$ cat src/rtl/l1_stream_out_pkg.sv
// Shared types and constants for the MEM_L1 output streamer.
// Latency: n/a (declarations only).
// Backpressure: n/a.
package l1_stream_out_pkg;

    typedef enum logic [1:0] {
        ST_IDLE  = 2'd0,
        ST_FETCH = 2'd1,
        ST_DRAIN = 2'd2,
        ST_DONE  = 2'd3
    } state_t;

    localparam logic [2:0] CSEL_NONE   = 3'b000;
    localparam logic [2:0] CSEL_MEM_L0 = 3'b001;
    localparam logic [2:0] CSEL_MEM_L1 = 3'b011;

    localparam int L1_NUM_WORDS = 1024;
    localparam int ADDR_W       = 10;
    localparam int DATA_W       = 20;

    typedef logic [DATA_W-1:0] data_t;

    // One buffered beat: pooled Q4.16 word plus its end-of-frame tag.
    typedef struct packed {
        logic  last;
        data_t data;
    } fifo_ent_t;

endpackage

$ cat src/rtl/l1_sync_fifo.sv
// Synchronous FIFO with first-word-fall-through head and occupancy count.
// Latency: push visible at the head one cycle later.
// Backpressure: push ignored when full unless a pop frees a slot in the same cycle.
module l1_sync_fifo #(
    parameter int WIDTH = 21,
    parameter int DEPTH = 4
) (
    input  logic                     clk,
    input  logic                     reset,
    input  logic                     push,
    input  logic [WIDTH-1:0]         push_data,
    input  logic                     pop,
    output logic [WIDTH-1:0]         pop_data,
    output logic                     full,
    output logic                     empty,
    output logic [$clog2(DEPTH):0]   count
);

    localparam int PW = $clog2(DEPTH);
    localparam int CW = PW + 1;

    logic [WIDTH-1:0] mem [DEPTH];
    logic [PW-1:0]    wr_ptr;
    logic [PW-1:0]    rd_ptr;
    logic             do_push;
    logic             do_pop;

    assign empty    = (count == '0);
    assign full     = (count == CW'(DEPTH));
    assign do_pop   = pop && !empty;
    assign do_push  = push && (!full || do_pop);
    assign pop_data = mem[rd_ptr];

    always_ff @(posedge clk) begin
        if (do_push) begin
            mem[wr_ptr] <= push_data;
        end
    end

    always_ff @(posedge clk) begin
        if (reset) begin
            wr_ptr <= '0;
            rd_ptr <= '0;
            count  <= '0;
        end else begin
            if (do_push) wr_ptr <= wr_ptr + PW'(1);
            if (do_pop)  rd_ptr <= rd_ptr + PW'(1);
            case ({do_push, do_pop})
                2'b10:   count <= count + CW'(1);
                2'b01:   count <= count - CW'(1);
                default: count <= count;
            endcase
        end
    end

endmodule

$ cat src/rtl/l1_stream_out.sv
// Streams one frame of MEM_L1 words, in address order, onto a valid/ready output.
// Latency: start -> first read next cycle -> first m_valid three cycles after start.
// Backpressure: reads are only issued while buffer occupancy plus in-flight reads < FIFO_DEPTH.
module l1_stream_out
    import l1_stream_out_pkg::*;
#(
    parameter int         NUM_WORDS  = L1_NUM_WORDS,
    parameter int         FIFO_DEPTH = 4,
    parameter logic [2:0] CSEL_L1    = CSEL_MEM_L1
) (
    input  logic        clk,
    input  logic        reset,
    input  logic        start,
    output logic        busy,
    output logic        done,
    output logic        crd,
    output logic [11:0] caddr_rd,
    output logic [2:0]  csel,
    input  logic [19:0] cdata_rd,
    output logic        m_valid,
    input  logic        m_ready,
    output logic [19:0] m_data,
    output logic        m_last
);

    localparam int                CW       = $clog2(FIFO_DEPTH) + 1;
    localparam int                SW       = CW + 1;
    localparam logic [ADDR_W-1:0] LAST_IDX = ADDR_W'(NUM_WORDS - 1);

    state_t            state;
    state_t            state_nxt;
    logic              issue;
    logic              addr_is_last;
    logic [ADDR_W-1:0] rd_idx;
    logic [ADDR_W-1:0] issue_addr;
    logic [ADDR_W-1:0] addr_q;
    logic [2:0]        csel_q;
    logic              crd_q;
    logic              crd_last;
    logic              ret_vld;
    logic              ret_last;

    fifo_ent_t         push_ent;
    fifo_ent_t         head_ent;
    logic              fifo_full;
    logic              fifo_empty;
    logic              fifo_pop;
    logic [CW-1:0]     fifo_count;
    logic [SW-1:0]     committed;
    logic              credit_ok;

    // Reads on the bus (crd_q) and data on the return bus (ret_vld) both hold a slot.
    assign committed    = SW'(fifo_count) + SW'(crd_q) + SW'(ret_vld);
    assign credit_ok    = !fifo_full && (committed < SW'(FIFO_DEPTH));
    assign issue_addr   = (state == ST_IDLE) ? '0 : rd_idx;
    assign addr_is_last = (issue_addr == LAST_IDX);

    always_ff @(posedge clk) begin
        if (reset) begin
            state <= ST_IDLE;
        end else begin
            state <= state_nxt;
        end
    end

    always_comb begin
        state_nxt = state;
        issue     = 1'b0;
        case (state)
            ST_IDLE: begin
                if (start) begin
                    issue     = 1'b1;
                    state_nxt = addr_is_last ? ST_DRAIN : ST_FETCH;
                end
            end
            ST_FETCH: begin
                if (credit_ok) begin
                    issue = 1'b1;
                    if (addr_is_last) state_nxt = ST_DRAIN;
                end
            end
            ST_DRAIN: begin
                if (fifo_empty && !crd_q && !ret_vld) state_nxt = ST_DONE;
            end
            ST_DONE: begin
                state_nxt = ST_IDLE;
            end
            default: begin
                state_nxt = ST_IDLE;
            end
        endcase
    end

    always_ff @(posedge clk) begin
        if (reset) begin
            rd_idx   <= '0;
            addr_q   <= '0;
            csel_q   <= CSEL_NONE;
            crd_q    <= 1'b0;
            crd_last <= 1'b0;
            ret_vld  <= 1'b0;
            ret_last <= 1'b0;
        end else begin
            crd_q    <= issue;
            csel_q   <= issue ? CSEL_L1 : CSEL_NONE;
            crd_last <= issue && addr_is_last;
            ret_vld  <= crd_q;
            ret_last <= crd_last;
            if (issue) begin
                addr_q <= issue_addr;
                rd_idx <= issue_addr + ADDR_W'(1);
            end
        end
    end

    assign push_ent.data = cdata_rd;
    assign push_ent.last = ret_last;

    l1_sync_fifo #(
        .WIDTH ($bits(fifo_ent_t)),
        .DEPTH (FIFO_DEPTH)
    ) u_fifo (
        .clk       (clk),
        .reset     (reset),
        .push      (ret_vld),
        .push_data (push_ent),
        .pop       (fifo_pop),
        .pop_data  (head_ent),
        .full      (fifo_full),
        .empty     (fifo_empty),
        .count     (fifo_count)
    );

    assign busy     = (state != ST_IDLE);
    assign done     = (state == ST_DONE);
    assign crd      = crd_q;
    assign caddr_rd = {2'b00, addr_q};
    assign csel     = csel_q;
    assign m_valid  = !fifo_empty;
    assign fifo_pop = m_valid && m_ready;
    // Head storage is not reset, so the outputs are forced to zero while empty.
    assign m_data   = m_valid ? head_ent.data : '0;
    assign m_last   = m_valid && head_ent.last;

endmodule

$ cat config.mk
export PLATFORM = sky130hd
export DESIGN_NAME = l1_stream_out
export DESIGN_NICKNAME = d
export VERILOG_FILES = /design/src/rtl/l1_stream_out_pkg.sv /design/src/rtl/l1_sync_fifo.sv /design/src/rtl/l1_stream_out.sv
export SDC_FILE = /design/constraint.sdc
export NUM_CORES = 1
export LEC_CHECK = 0
export ABC_AREA = 1
export CORE_MARGIN = 4
export CORE_UTILIZATION = 55
export DETAILED_ROUTE_END_ITERATION = 7
export PLACE_DENSITY = 0.84
export RECOVER_POWER = 100
export SKIP_LAST_GASP = 1
export SLEW_MARGIN = 10
export SYNTH_ARGS = -nofsm -noshare
export SYNTH_HDL_FRONTEND = slang
export SYNTH_SLANG_ARGS = --single-unit
$ cat constraint.sdc
create_clock -name clk -period 2.6 [get_ports clk]
set_clock_uncertainty 0.1 [all_clocks]
set_input_delay 0.78 -clock clk [delete_from_list [all_inputs] [get_ports clk]]
set_output_delay 0.78 -clock clk [all_outputs]
set_load 0.05 [all_outputs]
# == Word-level counts from Yosys, hierarchy flattened ==
# Memories as Yosys holds them, arrays and structs flattened. A register that Yosys moved wholly into a read port is not among the register bits.
# Cells that the tools add are included.
# word_totals
reg_bits,36
ramBits,84
inputBits,24
out_inout_bits,40
word_cells,66
mem_count,1
# mem_list
memory,words,width,rd,rd_ports_with_merged_regs,wr,line_no,source
u_fifo.mem,4,21,1,1,1,l1_sync_fifo.sv:22,logic [WIDTH-1:0] mem [DEPTH];
# classes
add_sub_neg,7
n_lt_le_gt_ge,1
n_eq_ne,11
n_mux,17
n_reduce_logical,18
# op_table
operator,n
$mux 20,1
$mux 2,8
$add 10x1->10 const B,1
$eq 10x10->1 const B,1
$mux 10,1
$logic_and 1x1->1,8
$ne 2x2->1 const B,4
$pmux 2 s4,1
$eq 2x2->1 const B,3
$pmux 3 s2,1
$add 2x1->2 const B,2
$add 3x1->4,1
$add 4x1->4,1
$eq 2x1->1 const B,2
$logic_not 1->1,4
$lt 4x3->1 const B,1
$mux 1,4
$reduce_and 4->1,1
$reduce_bool 2->1,2
$add 3x1->3 const B,1
$eq 3x3->1 const B,1
$logic_not 3->1,1
$sub 3x1->3 const B,1
$logic_not 2->1,1
2 further kinds,2

# == Longest topological paths before layout ==
# depth
depth_word,8
mapped_depth,13
depth_no_buf,12

# == Modules after synthesis ==
# From an unflattened synthesis, not the netlist that was laid out.
# unflattened
cells_unflattened,502
hier_area_um2,5144.9
# by_module_without_submodules
mod,n_inst,cells_each,area_each_um2,seq_area_each_um2
l1_sync_fifo,1,271,3617.2,2702.6
l1_stream_out,1,231,1527.7,520.5

# == Least setup slack after synthesis ==
# No wires, ideal clock.
# synth_timing
path_type,register to output
from,register u_fifo.count[1]
to,output port m_data[0]
arrival_time_ps,1875
required_time_ps,1720
path_slack_ps,-155
path_stages_with_launch,6
n_path_buf,1
cell_sequence,dfxtp_1 nor2_1 nand2_1 inv_2 clkbuf_1 a21oi_1
# synth_between
elab_chain_cells,2
# synth_lines
item,line_no,source
from (decl),l1_sync_fifo.sv:16,output logic [$clog2(DEPTH):0] count
from (signal assigned),l1_sync_fifo.sv:49,2'b10: count <= count + CW'(1);
from (signal assigned),l1_sync_fifo.sv:50,2'b01: count <= count - CW'(1);
from (signal assigned),l1_sync_fifo.sv:51,default: count <= count;
$logic_not 3->1,l1_sync_fifo.sv:28,assign empty = (count == '0);
$mux 20,l1_stream_out.sv:142,assign m_data = m_valid ? head_ent.data : '0;
to (decl),l1_stream_out.sv:22,"output logic [19:0] m_data,"
# Every way passes these cells.

==> summary.txt <==
Status
  • Outcome: finished with violations
  • Failing checks: setup timing

Timing
  • Final hold vios: 0
  • Tightest Pin Transition: 0.840 ns
  • Setup_tns: -0.0656 ns
  • Final setup vio count: 5
  • Pins over their slew limit: 0
  • Period utilisation layout: 1.02
  • Min cycle time layout: 2.64 ns
  • Unrepaired setup endpoints after global routing: true
  • Crit path setup slack, layout: -0.0413 ns
  • Fmax: 0.379 GHz
  • Max_slew headroom: 0.440

Floorplanning
  • Core ar.: roughly 8800 um^2
  • Starting Density: 0.574
  • Die height: 104 um
  • # IOs: 64
  • Row cnt: 34
  • Die Area: 10800 um^2
  • Die X: roughly 100 um

CTS
  • Skew-Pair Late Insertion Delay: about 0.51 ns
  • CTS buffer count: 17
  • Sink Count: between 100 and 150
  • Clock transition at path regs: 0.05 ns
  • CTS tree: done
  • Clock buffer depth: 2
  • # H-tree levels: 4
  • CTS root buf: clkbuf_8
  • Setup Fix Bufs, Post-CTS: 0

Layout
  • N_diodes: 0
  • Most frequent cells in the layout: 107 x nor2_1, 84 x edfxtp_1, 45 x a21oi_1, 44 x nand2_1, 35 x o21ai_0
  • Final non-filler cell total: 689
  • Final core occ: 0.722
  • Design area: 6380 um^2
  • Layout Nets: 605
  • Share of cells above drive strength 1: 0.177
  • Total of fill cells in the finished design: 589
  • Sequential Area: 3230 um^2
  • Area Growth Syn to Fin: 25.8%
  • Most common cell after layout, fill and taps aside: nor2_1
  • Multi-input gate area: 1590 um^2

Detailed routing
  • # DRC: 0
  • Drt wl/cell: 16.5 um
  • Drt initial violations: 174
  • Drt via density: 5.47
  • Total Wirelength: 11.4 mm
  • Post-route ant nets: 0
  • Drt first pass iters: 5
  • Vias: about 3800

Run
  • Maxcap violations: 0

Global route
  • Remaining Overflow, GRT: 0
  • Initial antenna violation count: 0
  • Pin count of the biggest net entering global routing: 23
  • First-pass GRT wire length: 18.4 mm
  • Vias in the first global route: 3894
  • Total GRT Usage: 0.214

Synthesis
  • Netlist cell types: 32
  • Sequential share of the synthesized area: 0.635
  • Synth top area share: 0.497
  • Synth Cell Area: 5080 um^2
  • YS warnings: 0
  • Cell taking the most area after synthesis: edfxtp_1
  • Yosys reg bits: 119
  • Syn Inst Count: between 400 and 500
  • Syn Area/Cell: 10.3 um^2
  • Synth area leaders: edfxtp_1 50%, dfxtp_1 14%, nor2_1 8.1%

Setup path
  • Crit path largest cell delay: 0.41 ns
  • CP Cell Sequence: clkbuf_16 > nor2_1 > nor2_1 > o21ai_0 > a21oi_1 > buf_4
  • Worst path buffer plus inverter count: 2
  • CP max stage cell: dfxtp_4
  • Delay-heaviest family, CP: buffers and inverters
  • Worst path arrival time: 1.76 ns
  • Worst Setup Path Type: flop to output port
  • Worst Path Max Fanout: 11
  • Critical path required time: 1.72 ns
  • Worst setup SP type: flop
  • Most Frequent Cell on Critical Path: nor2_1
  • CP Capture Type: output port

Placement
  • Post-DP HPWL: 7.05 mm
  • Port buffer count: 60
  • Post-Place Cell Area: 5810 um^2
  • Placer Congestion: 0.833
  • Placed cells: 657
  • Place WS: -0.100 ns

Worst hold path
  • Hold crit path type: flop to flop

Pwr
  • Peak VDD IR: around 770 uV
  • Leakage: 2.37 nW
  • Total power divided by cell area: approximately 1100 nW/um^2
[kinds of logic (layout without fill, tap and decap cells)]
| family | count (synthesis) | count (layout) | synth area share |
|---|---|---|---|
| XOR/XNOR | 3 | 3 | 0.00518 |
| other | 1 | 3 | 0.000739 |
| AO/OA/AOI/OAI | 112 | 112 | 0.112 |
| AND/OR/NAND/NOR | 185 | 185 | 0.162 |
| buffers and inverters | 63 | 147 | 0.0542 |
| flip-flops | 119 | 119 | 0.635 |
| adder cells (fa/ha/maj) | 12 | 12 | 0.0311 |
[cells in the mapped netlist (all sizes together)]
cell      n
nor2    120
nand4     2
clkbuf   11
conb      1
o21ai    62
buf      15
xnor2     1
inv      37
edfxtp   84
a21oi    48
dfxtp    35
nor3      1
nand3b    1
fa        1
nand2    50
a31oi     2
ha       11
xor2      2
or2       2
nand3     9
[what timing repair did]
action,CTS,global route
hold buffers,0,0
setup endpoints to repair,25,20
cloned,0,1
pin swaps,4,3
gates resized for setup,21,11
[sequential cells by signal (all words and copies together) (netlist names), 2 cells and up, named ones only]
name,count
addr_q,10
u_fifo.wr_ptr,2
u_fifo.rd_ptr,2
u_fifo.count,3
u_fifo.mem,84
rd_idx,10
state,2
[final cells by class]
type,instances,share of cell area
well taps,108,0.0212
clock buffers,18,0.0655
multi-input cells,315,0.249
flip-flops and latches,119,0.506
inverters,37,0.0233
repair buffers,79,0.111
clock inverters,13,0.0247
[stage by stage]
step / power, W / hold WS [ns]
floorplan: 0.00426 / 0.288
global placement: 0.00491 / 0.292
detailed placement: 0.00500 / 0.298
CTS: 0.00732 / 0.325
global route: 0.00765 / 0.336
finish: 0.00731 / 0.320
[path summary, 6_finish.rpt]
| kind | endpoint | from | slack, ns | cells past startpoint |
|---|---|---|---|---|
| min reg2reg | ret_last | crd_last | 0.32 | 2 |
| min | ret_last | crd_last | 0.32 | 2 |
| max | m_data[1] | flop | -0.04 | 6 |
| max reg2reg | state[1] | state[1] | 0.24 | 12 |
[where the power goes]
group / internal (W) / switching, W / total, W
Sequential: 0.00224 / 0.000148 / 0.00239
Combinational: 0.000775 / 0.00189 / 0.00267
Clock: 0.00145 / 0.000809 / 0.00226
[layer usage]
| metal | GRT usage | part of all wire |
|---|---|---|
| met5 | 0 | 0 |
| met4 | 0.0788 | 0.016 |
| met3 | 0.0552 | 0.066 |
| met2 | 0.398 | 0.54 |
| met1 | 0.234 | 0.38 |
[tightest hold or removal path, stage by stage, from the launching register on]
cell and delay [ns]:
dfxtp_1 0.30, inv_1 0.05, nor2_1 0.03
(Power assumes the default switching activity.)
